[src/rtl/riscv_pkg.sv]
// Shared widths, forwarding-source encoding and the hit helper used by the
// decode-to-execute operand stage.
package riscv_pkg;

    localparam int XLEN      = 32;
    localparam int REG_IDX_W = 5;
    localparam int CTRL_W    = 16;

    // Operand source, in ascending priority order.
    typedef enum logic [1:0] {
        FWD_RF  = 2'd0,
        FWD_WB  = 2'd1,
        FWD_MEM = 2'd2,
        FWD_EX  = 2'd3
    } fwd_sel_e;

    // A producer stage matches a source index only when it writes that
    // register; x0 is hardwired and never matches.
    function automatic logic fwd_hit(input logic                 we,
                                     input logic [REG_IDX_W-1:0] rd,
                                     input logic [REG_IDX_W-1:0] rs);
        return we && (rd == rs) && (rs != '0);
    endfunction

endpackage

[src/rtl/operand_fwd_mux.sv]
// Priority bypass select for a single source operand: EX, then MEM, then WB,
// then register file. x0 always reads as zero.
module operand_fwd_mux #(
    parameter int XLEN = riscv_pkg::XLEN
) (
    input  logic [riscv_pkg::REG_IDX_W-1:0] rs,
    input  logic                            ex_fwd_en,
    input  logic [riscv_pkg::REG_IDX_W-1:0] ex_rd,
    input  logic [XLEN-1:0]                 ex_result,
    input  logic                            mem_we,
    input  logic [riscv_pkg::REG_IDX_W-1:0] mem_rd,
    input  logic [XLEN-1:0]                 mem_result,
    input  logic                            wb_we,
    input  logic [riscv_pkg::REG_IDX_W-1:0] wb_rd,
    input  logic [XLEN-1:0]                 wb_wd,
    input  logic [XLEN-1:0]                 rf_data,
    output logic [XLEN-1:0]                 operand
);
    import riscv_pkg::*;

    fwd_sel_e sel;

    // Pick the youngest producer of rs.
    always_comb begin
        sel = FWD_RF;
        if (fwd_hit(ex_fwd_en, ex_rd, rs))
            sel = FWD_EX;
        else if (fwd_hit(mem_we, mem_rd, rs))
            sel = FWD_MEM;
        else if (fwd_hit(wb_we, wb_rd, rs))
            sel = FWD_WB;
    end

    // Steer the selected data; x0 is forced to zero regardless of rf contents.
    always_comb begin
        operand = rf_data;
        case (sel)
            FWD_EX:  operand = ex_result;
            FWD_MEM: operand = mem_result;
            FWD_WB:  operand = wb_wd;
            default: operand = rf_data;
        endcase
        if (rs == '0)
            operand = '0;
    end

endmodule

[src/rtl/id_ex_operand_stage.sv]
// Decode-to-execute operand stage: RAW bypass from EX/MEM/WB, load-use stall
// with bubble insertion, and the ID/EX pipeline register.
// Optional: define STALL_PERF_EN to add stall_cnt_o, a saturating count of
// load-use bubble cycles.
module id_ex_operand_stage #(
    parameter int XLEN   = riscv_pkg::XLEN,
    parameter int CTRL_W = riscv_pkg::CTRL_W
) (
    input  logic                            clk,
    input  logic                            rst_n,
    input  logic                            id_valid_i,
    input  logic [riscv_pkg::REG_IDX_W-1:0] id_rs1_i,
    input  logic [riscv_pkg::REG_IDX_W-1:0] id_rs2_i,
    input  logic                            id_use_rs1_i,
    input  logic                            id_use_rs2_i,
    input  logic [riscv_pkg::REG_IDX_W-1:0] id_rd_i,
    input  logic                            id_we_i,
    input  logic                            id_is_load_i,
    input  logic [XLEN-1:0]                 id_imm_i,
    input  logic [CTRL_W-1:0]               id_ctrl_i,
    input  logic [XLEN-1:0]                 rf_rd1_i,
    input  logic [XLEN-1:0]                 rf_rd2_i,
    input  logic [XLEN-1:0]                 ex_result_i,
    input  logic                            ex_ready_i,
    input  logic [riscv_pkg::REG_IDX_W-1:0] mem_rd_i,
    input  logic                            mem_we_i,
    input  logic [XLEN-1:0]                 mem_result_i,
    input  logic [riscv_pkg::REG_IDX_W-1:0] wb_rd_i,
    input  logic                            wb_we_i,
    input  logic [XLEN-1:0]                 wb_wd_i,
    input  logic                            flush_i,
    output logic                            id_stall_o,
    output logic                            ex_valid_o,
    output logic [XLEN-1:0]                 ex_op_a_o,
    output logic [XLEN-1:0]                 ex_op_b_o,
    output logic [XLEN-1:0]                 ex_imm_o,
    output logic [riscv_pkg::REG_IDX_W-1:0] ex_rd_o,
    output logic                            ex_we_o,
    output logic                            ex_is_load_o,
    output logic [CTRL_W-1:0]               ex_ctrl_o
`ifdef STALL_PERF_EN
    ,
    output logic [31:0]                     stall_cnt_o
`endif
);
    import riscv_pkg::*;

    logic            ex_fwd_en;
    logic            load_use;
    logic            bubble;
    logic [XLEN-1:0] op_a;
    logic [XLEN-1:0] op_b;

    // A load in EX has no data yet, so it is excluded from EX bypass and
    // handled by the load-use stall instead.
    assign ex_fwd_en = ex_valid_o & ex_we_o & ~ex_is_load_o;

    operand_fwd_mux #(.XLEN(XLEN)) u_fwd_a (
        .rs         (id_rs1_i),
        .ex_fwd_en  (ex_fwd_en),
        .ex_rd      (ex_rd_o),
        .ex_result  (ex_result_i),
        .mem_we     (mem_we_i),
        .mem_rd     (mem_rd_i),
        .mem_result (mem_result_i),
        .wb_we      (wb_we_i),
        .wb_rd      (wb_rd_i),
        .wb_wd      (wb_wd_i),
        .rf_data    (rf_rd1_i),
        .operand    (op_a)
    );

    operand_fwd_mux #(.XLEN(XLEN)) u_fwd_b (
        .rs         (id_rs2_i),
        .ex_fwd_en  (ex_fwd_en),
        .ex_rd      (ex_rd_o),
        .ex_result  (ex_result_i),
        .mem_we     (mem_we_i),
        .mem_rd     (mem_rd_i),
        .mem_result (mem_result_i),
        .wb_we      (wb_we_i),
        .wb_rd      (wb_rd_i),
        .wb_wd      (wb_wd_i),
        .rf_data    (rf_rd2_i),
        .operand    (op_b)
    );

    // Load-use detection and decode stall; a flush kills decode so never stalls.
    always_comb begin
        load_use = id_valid_i & ex_valid_o & ex_is_load_o & (ex_rd_o != '0) &
                   ((id_use_rs1_i & (id_rs1_i == ex_rd_o)) |
                    (id_use_rs2_i & (id_rs2_i == ex_rd_o)));
        id_stall_o = (load_use | ~ex_ready_i) & ~flush_i;
        bubble     = flush_i | load_use;
    end

    // ID/EX register: hold when EX is busy, bubble on flush or load-use,
    // otherwise capture decode. Payload is left stale inside a bubble.
    always_ff @(posedge clk or negedge rst_n) begin
        if (!rst_n) begin
            ex_valid_o   <= 1'b0;
            ex_op_a_o    <= '0;
            ex_op_b_o    <= '0;
            ex_imm_o     <= '0;
            ex_rd_o      <= '0;
            ex_we_o      <= 1'b0;
            ex_is_load_o <= 1'b0;
            ex_ctrl_o    <= '0;
        end else if (ex_ready_i) begin
            if (bubble) begin
                ex_valid_o   <= 1'b0;
                ex_we_o      <= 1'b0;
                ex_is_load_o <= 1'b0;
            end else begin
                ex_valid_o   <= id_valid_i;
                ex_op_a_o    <= op_a;
                ex_op_b_o    <= op_b;
                ex_imm_o     <= id_imm_i;
                ex_rd_o      <= id_rd_i;
                ex_we_o      <= id_we_i & id_valid_i;
                ex_is_load_o <= id_is_load_i & id_valid_i;
                ex_ctrl_o    <= id_ctrl_i;
            end
        end
    end

`ifdef STALL_PERF_EN
    // Saturating count of cycles that actually inserted a load-use bubble.
    always_ff @(posedge clk or negedge rst_n) begin
        if (!rst_n)
            stall_cnt_o <= '0;
        else if (load_use && ex_ready_i && !flush_i && (stall_cnt_o != 32'hFFFF_FFFF))
            stall_cnt_o <= stall_cnt_o + 32'd1;
    end
`endif

endmodule
[config.mk]
export PLATFORM = sky130hd
export DESIGN_NAME = id_ex_operand_stage
export DESIGN_NICKNAME = d
export VERILOG_FILES = /design/src/rtl/riscv_pkg.sv /design/src/rtl/operand_fwd_mux.sv /design/src/rtl/id_ex_operand_stage.sv
export SDC_FILE = /design/constraint.sdc
export NUM_CORES = 1
export LEC_CHECK = 0
export BUFFER_PORTS_ARGS = -buffer_cell sky130_fd_sc_hd__buf_2
export CORE_AREA = 2 2 140 142
export CTS_CLUSTER_SIZE = 16
export DETAILED_ROUTE_END_ITERATION = 7
export DIE_AREA = 0 0 142 144
export PLACE_DENSITY = 0.7
export SLEW_MARGIN = 40
export SYNTH_ARGS = -nofsm -noshare
export SYNTH_HDL_FRONTEND = slang
export SYNTH_SLANG_ARGS = --single-unit
[constraint.sdc]
create_clock -name clk -period 2.5 [get_ports clk]
set_clock_uncertainty 0.1 [all_clocks]
set_input_delay 0.625 -clock clk [delete_from_list [all_inputs] [get_ports clk]]
set_output_delay 0.625 -clock clk [all_outputs]
set_load 0.05 [all_outputs]
==> results of run 1 <==
[flip-flops by register name, summed over array words and instances, names as in the netlist]
signal        count
ex_imm_o         32
ex_op_a_o        32
ex_op_b_o        32
ex_ctrl_o        16
ex_rd_o           5
ex_is_load_o      1
ex_valid_o        1
ex_we_o           1
[cell type report]
cell class	instances	area, um^2	area share [%]
Timing Repair Buffer	439	2690	24.8
Multi-Input combinational cell	556	4230	39.0
Sequential cell	120	3010	27.7
Clock inverter	14	174	1.60
Inverter	3	11.3	0.104
Tap cell	238	298	2.74
Clock buffer	18	429	3.95
Antenna cell	6	15.0	0.138
[logic make-up after synthesis]
kind of cell,count (synthesis),share of synthesized area (%)
buf+inv,71,3.98
mux,85,12.9
flops,120,40.3
simple gates,302,22.1
xor+xnor,30,3.83
compound gates,139,16.9
[metal layers]
metal / GRT usage [%] / up-vias / routed length (um) / share of wire [%]
met5: 0 / - / 0 / 0
met4: 11.8 / 0 / 830 / 2.8
met3: 6.46 / 53 / 2290 / 7.8
met2: 47.7 / 394 / 14600 / 50
met1: 33.3 / 3841 / 11500 / 39
li1: - / 3579 / - / -
[report_power, final]
group          internal [mW]  leakage, nW  switching [mW]
registers               2.22         1.45           0.165
logic                  0.778         3.12            1.65
clock network           1.58        0.295           0.996
[worst max-delay path by stage]
stage,start,slack [ns],cells past startpoint,endpoint
6_report,ex_rd_o[3],-0.24,7,id_stall_o
2_1_floorplan,id_rs1_i[3],-0.03,6,id_stall_o
3_3_place_gp,id_rs1_i[3],-0.26,8,id_stall_o
4_1_cts,ex_rd_o[1],-0.30,8,id_stall_o
3_5_place_dp,id_rs1_i[3],-0.27,8,id_stall_o
5_1_grt,ex_rd_o[3],-0.34,7,id_stall_o
[layout by cell type, fill, tap and decap left out, types with 25 or more instances in the layout]
cell type,count
a32o_1,65
buf_2,362
buf_4,49
dfrtp_1,116
mux2_2,85
nand2_1,35
nand2b_1,129
nand3_1,28
nor2_1,31
nor3_1,34
o31a_1,25
o31ai_1,28
[stage by stage]
stage	area, um^2	utilization (%)	power [mW]
detailed placement	10100	52.9	4.82
floorplan	7470	-	3.97
global placement	10100	52.9	4.80
finish	10900	56.9	7.39
global route	10800	56.8	7.67
CTS	10800	56.3	7.43
[critical path, delay by kind of cell (launching register included)]
kind                   cells  cell delay, ns
AND/OR/NAND/NOR            4            0.63
AO/OA/AOI/OAI              1            0.18
buffers and inverters      1            0.16
XOR/XNOR                   1            0.19
flip-flops                 1            0.45
[what timing repair did]
action                     CTS  global route
pin swaps                    6             2
resized for setup            9             7
buffers inserted             3             2
setup endpoints to repair   15           102
gates cloned                 0             2
==> summary.txt, run 1 <==
Cells and area
  – Layout cells sized above 1: between 50% and 60%
  – Area Overhead vs Synth: 45.7%
  – Fill cells: 1719
  – Layout Nets: ~1.4k
  – Final Non-Filler Cells: ~1.4k

Timing
  – Min Hold Slack: between 0.15 and 0.2 ns
  – RSZ-0062 raised after global routing: yes
  – Final WS setup: -0.236 ns
  – Hold Vio Cnt, Final: 0
  – Tightest Pin Transition: ~0.71 ns
  – Slew margin rel.: 52.9%
  – Fmax: 365 MHz
  – Setup Total Neg Slack: -1.61 ns
  – Minimum clock period: between 2 and 3 ns
  – Final clock period utilization by the worst path: 109%
  – Final slew viol count: 0
  – Final setup fails: 20

Detailed routing
  – Post-route ant nets: 0
  – Number of remaining DRC errors: 0
  – DR pass1 iterations: 5
  – Total number of vias: 7867
  – Drt wl/cell: 21.0 um
  – Drt first-iter violations: 400
  – Routed vias/inst: between 5 and 6
  – Routed wire length: roughly 30000 um

Setup path
  – Slowest CP cell: dfrtp_2
  – Critical path class: flip-flop to output port
  – Reg2Reg Launch Point: ex_rd_o[3]
  – WP data required: between 1.5 and 2 ns
  – R2R Setup Slk: -0.11 ns
  – Worst-path cell chain: xor2_1 -> nor4_2 -> nand3b_1 -> a21oi_2 -> nor2_2 -> nor2_4 -> buf_6
  – Max Fanout on Critical Path: 5
  – Crit end category: output port
  – Critical R2R Capture: ex_op_a_o[26]
  – R2r worst-path depth: 10
  – Arr. time, crit path: ~2 ns
  – Max incr delay on CP: about 0.45 ns
  – CP startpoint kind: flip-flop

Synth
  – Count leader, synth: nand2b_1
  – Yosys cell types: 34
  – YS warnings: 0
  – Post-synthesis sequential area ratio: 40.3%
  – Syn Area/Cell: 9.97 um^2
  – Number of synthesized flops with an enable pin: 0
  – FFs w/ async S/R, synth: 100%
  – Synth cell count leaders: nand2b_1, dfrtp_1, mux2_2
  – Yosys top cell by area: dfrtp_1
  – Top post-synthesis cells by area: dfrtp_1, mux2_2, nand2b_1
  – Top_reg_cell synth: dfrtp_1
  – Post-Syn Nets: 991
  – Synth Instances: ~750
  – Yosys top cell area share: roughly 40%
  – Register bit total from synthesis: 120
  – Cell Area, Synth: between 0.007 and 0.008 mm^2

Clocking
  – CTS tree: built
  – Clk buf depth: 2
  – Sink Count: 120
  – Clock Pin Slew Worst Setup and Hold Paths: around 0.060 ns
  – Skew-Pair Late Insertion Delay: ~0.42 ns
  – CTS Hold Bufs: 0
  – H-tree levels: 4
  – Inserted Clock Buffers: 17
  – Clock root buffer: clkbuf_16

Min path
  – Worst min-delay path class: input pin to async pin

Run
  – Total of max-cap violations: 0

Placement
  – Port Buf Inserts: about 360
  – Placed instance count: between 1k and 1.5k
  – Worst slack, placed: -0.269 ns
  – Final HPWL DP: between 20000 and 25000 um
  – Routability Congestion: 0.887

Global route
  – Antenna violations before repair: 4
  – Largest net degree at the start of global routing: between 100 and 150
  – Global-route wire length before repair: around 43000 um
  – Overflow left after global routing: 0
  – Total Routing Usage GR: 27.7%
  – Vias in the first global route: just under 8k

Floorplan
  – Die height: 144 um
  – Die Width: ~140 um
  – IO Pins: roughly 370
  – CORE AREA: ~0.019 mm^2
  – Num rows: slightly above 50
  – Starting Density: 39.0%
  – Full die area: 0.0204 mm^2

Pwr
  – Pleak: between 4 and 5 nW
  – Power per standard cell area: 680 mW/mm^2
  – Max VDD drop: roughly 0.00047 V

Run status
  – Failing checks: setup timing
  – Outcome: finished, violations left
(Power assumes the default switching activity.)
==> run 2, diff against run 1 <==
--- a/config.mk
+++ b/config.mk
@@ -12,2 +12,3 @@
 export DIE_AREA = 0 0 142 144
+export HOLD_SLACK_MARGIN = 0.12
 export PLACE_DENSITY = 0.7
@@ -16,2 +17,3 @@
 export SYNTH_HDL_FRONTEND = slang
+export SYNTH_HIERARCHICAL = 1
 export SYNTH_SLANG_ARGS = --single-unit
==> constraint.sdc (replaced) <==
create_clock -name clk -period 2.5 [get_ports clk]
set_clock_uncertainty 0.1 [all_clocks]
set_input_delay 0.5 -clock clk [delete_from_list [all_inputs] [get_ports clk]]
set_output_delay 0.5 -clock clk [all_outputs]
set_load 0.05 [all_outputs]
==> summary.txt, run 2 <==
Run status
  – Outcome: finished clean

Timing
  – Minimum clock period: 2.47 ns
  – Tightest Pin Transition: 0.651 ns
  – Final WS setup: 0.0337 ns
  – Final slew viol count: 0
  – Hold Vio Cnt, Final: 0
  – RSZ-0062 raised after global routing: yes
  – Slew margin rel.: a little under three fifths
  – Final clock period utilization by the worst path: between 90 and 100%
  – Final setup fails: 0
  – Fmax: 405 MHz

Pwr
  – Sw frac: between 30% and 40%
  – Power per standard cell area: around 730 mW/mm^2
  – Comb pwr share: between 30% and 40%
  – Psw: 3.05 mW
  – Pleak: 5.21 nW
  – Clock share of power: between 30% and 40%
  – Reg power frac: between 30% and 40%
  – Int Pwr: 4.77 mW
  – Max VDD drop: slightly above 0.0004 V

Floorplan
  – Die Width: 142 um
  – Starting Density: between 30 and 40%
  – IO Pins: 365
  – CORE AREA: 0.0191 mm^2
  – Full die area: 0.0204 mm^2
  – Die height: about 140 um
  – Num rows: just over 50

Detailed routing
  – Drt first-iter violations: 368
  – Routed wire length: between 20000 and 30000 um
  – Post-route ant nets: 0
  – Drt wl/cell: 19.5 um
  – Routed vias/inst: around 5.3
  – DR pass1 iterations: 5
  – Number of remaining DRC errors: 0
  – Total number of vias: roughly 6.9k

Cells and area
  – Commonest non-fill, non-tap cell in the layout: buf_2
  – Most frequent cells in the layout: buf_2, dfrtp_1, mux2_4
  – Multi-input gate area: 0.00414 mm^2
  – Layout cells sized above 1: between 60% and 70%
  – Top Registers: ex_imm_o x32, ex_op_a_o x32, ex_op_b_o x32
  – Final instance area: 0.0107 mm^2
  – Final Util: a little under three fifths
  – Sequential standard cell area: about 0.0030 mm^2
  – Area Overhead vs Synth: 42.1%
  – Fill cells: 1647
  – Layout Nets: about 1.3k

Synth
  – Post-Syn Nets: between 800 and 900
  – Yosys cell types: 38
  – Yosys top cell area share: between 40% and 50%
  – Register bit total from synthesis: between 100 and 150
  – FFs w/ async S/R, synth: between 90% and 100%
  – Cell Area, Synth: 0.00750 mm^2
  – Top_reg_cell synth: dfrtp_1
  – Synth Instances: between 600 and 700
  – Synth cell count leaders: dfrtp_1, mux2_4, nand2_1
  – Top post-synthesis cells by area: dfrtp_1, mux2_4, a221oi_2
  – Post-synthesis sequential area ratio: between 40% and 50%
  – Yosys top cell by area: dfrtp_1
  – YS warnings: 6
  – Syn Area/Cell: around 12 um^2
  – Number of synthesized flops with an enable pin: 0
  – Count leader, synth: dfrtp_1

Global route
  – Largest net degree at the start of global routing: 63
  – Global-route wire length before repair: approximately 38000 um
  – Overflow left after global routing: 0
  – Antenna violations before repair: 2
  – Total Routing Usage GR: about a quarter
  – Vias in the first global route: 6968

Placement
  – Worst slack, placed: -0.297 ns
  – Routability Congestion: between 0.9 and 1
  – Final HPWL DP: between 15000 and 20000 um
  – Port Buf Inserts: ~360
  – DP Area: between 0.009 and 0.01 mm^2

Setup path
  – WP data required: around 1.9 ns
  – R2r worst-path depth: 8
  – CP startpoint kind: flip-flop
  – Reg2Reg Launch Point: ex_we_o
  – Critical R2R Capture: ex_op_b_o[31]
  – Arr. time, crit path: 1.87 ns
  – Critical path class: flip-flop to output port
  – Crit end category: output port
  – Max Fanout on Critical Path: 4
  – R2R Setup Slk: 0.11 ns

Min path
  – Worst min-delay path class: input pin to flip-flop
  – Min-Delay Endpoint: ex_ctrl_o[14]
  – Worst Hold Depth: 2
  – HP Start: id_ctrl_i[14]

Clocking
  – Clock Pin Slew Worst Setup and Hold Paths: about 0.07 ns
  – Inserted Clock Buffers: 17
  – Sink Count: 120
  – CTS tree: built
  – Clk buf depth: 2
  – Clock root buffer: clkbuf_16
  – H-tree levels: 4
  – Skew-Pair Late Insertion Delay: slightly above 0.4 ns

Run
  – Total of max-cap violations: 0
[run 2: critical path, cell delays in order, from the launching register on]
cell,delay (ns)
dfrtp_2,0.46
xnor2_2,0.22
nand4_1,0.17
o22ai_2,0.17
nand2_1,0.10
a21oi_2,0.17
buf_6,0.18
[run 2: per-stage QoR]
stage / total power, mW / TNS [ns] / instances / hold slack, ns
2_1_floorplan: 4.38 / 0 / 647 / 0.104
3_3_place_gp: 5.22 / -16.35 / 1258 / 0.384
3_5_place_dp: 5.26 / -12.91 / 1261 / 0.387
4_1_cts: 7.83 / 0 / 1294 / 0.195
5_1_grt: 8.15 / -0.0519 / 1304 / 0.205
6_report: 7.83 / 0 / 1306 / 0.215
[run 2: cells by family (layout without fill, tap and decap cells)]
kind of cell	after synthesis	after routing	synth area share, %
compound gates	147	147	17.6
xor+xnor	40	40	4.67
buf+inv	49	468	5.99
flops	120	120	40.0
mux	112	112	20.8
other cells	0	2	0
simple gates	179	179	10.9
[run 2: power by group through the flow]
| stage | clock (mW) | combinational, mW | sequential (mW) |
|---|---|---|---|
| floorplan | 0 | 0.756 | 3.63 |
| CTS | 2.58 | 2.76 | 2.49 |
| detailed placement | 0 | 2.75 | 2.51 |
| finish | 2.53 | 2.82 | 2.48 |
| global placement | 0 | 2.72 | 2.50 |
| global route | 2.68 | 2.95 | 2.52 |
[run 2: worst max-delay path by stage]
stage                      startpoint       endpoint  slack [ns]  cells past startpoint
after floorplan            ex_rd_o[3]     id_stall_o        0.02                      5
after global placement    id_rs2_i[2]  ex_op_b_o[26]       -0.32                      8
after detailed placement  id_rs2_i[4]  ex_op_b_o[25]       -0.30                     10
after CTS                  ex_rd_o[0]     id_stall_o       0.009                      6
after global routing       ex_rd_o[4]     id_stall_o       -0.05                      6
final                      ex_rd_o[0]     id_stall_o        0.03                      6
[run 2: repair_timing]
item,CTS,global route
hold endpoints to repair,120,0
hold buffers,1,0
endpoints found under the setup margin,1,2
pin swaps,0,8
resized for setup,4,9
setup buffers,0,10
[run 2: layout make-up]
class | instances | area share [%]
inverter | 3 | 0.106
timing repair buffer | 433 | 24.4
clock inverter | 14 | 1.51
antenna | 2 | 0.0469
sequential | 120 | 28.2
tap | 238 | 2.79
multi-input combinational | 478 | 38.8
clock buffer | 18 | 4.12
[run 2: routing by layer]
| metal | vias to the layer above | part of all wire [%] | global-route usage [%] |
|---|---|---|---|
| li1 | 3191 | - | - |
| met1 | 3320 | 42 | 30.7 |
| met2 | 343 | 49 | 39.8 |
| met3 | 53 | 6.9 | 5.33 |
| met4 | 4 | 2.6 | 10.0 |
| met5 | - | 0.098 | 0 |
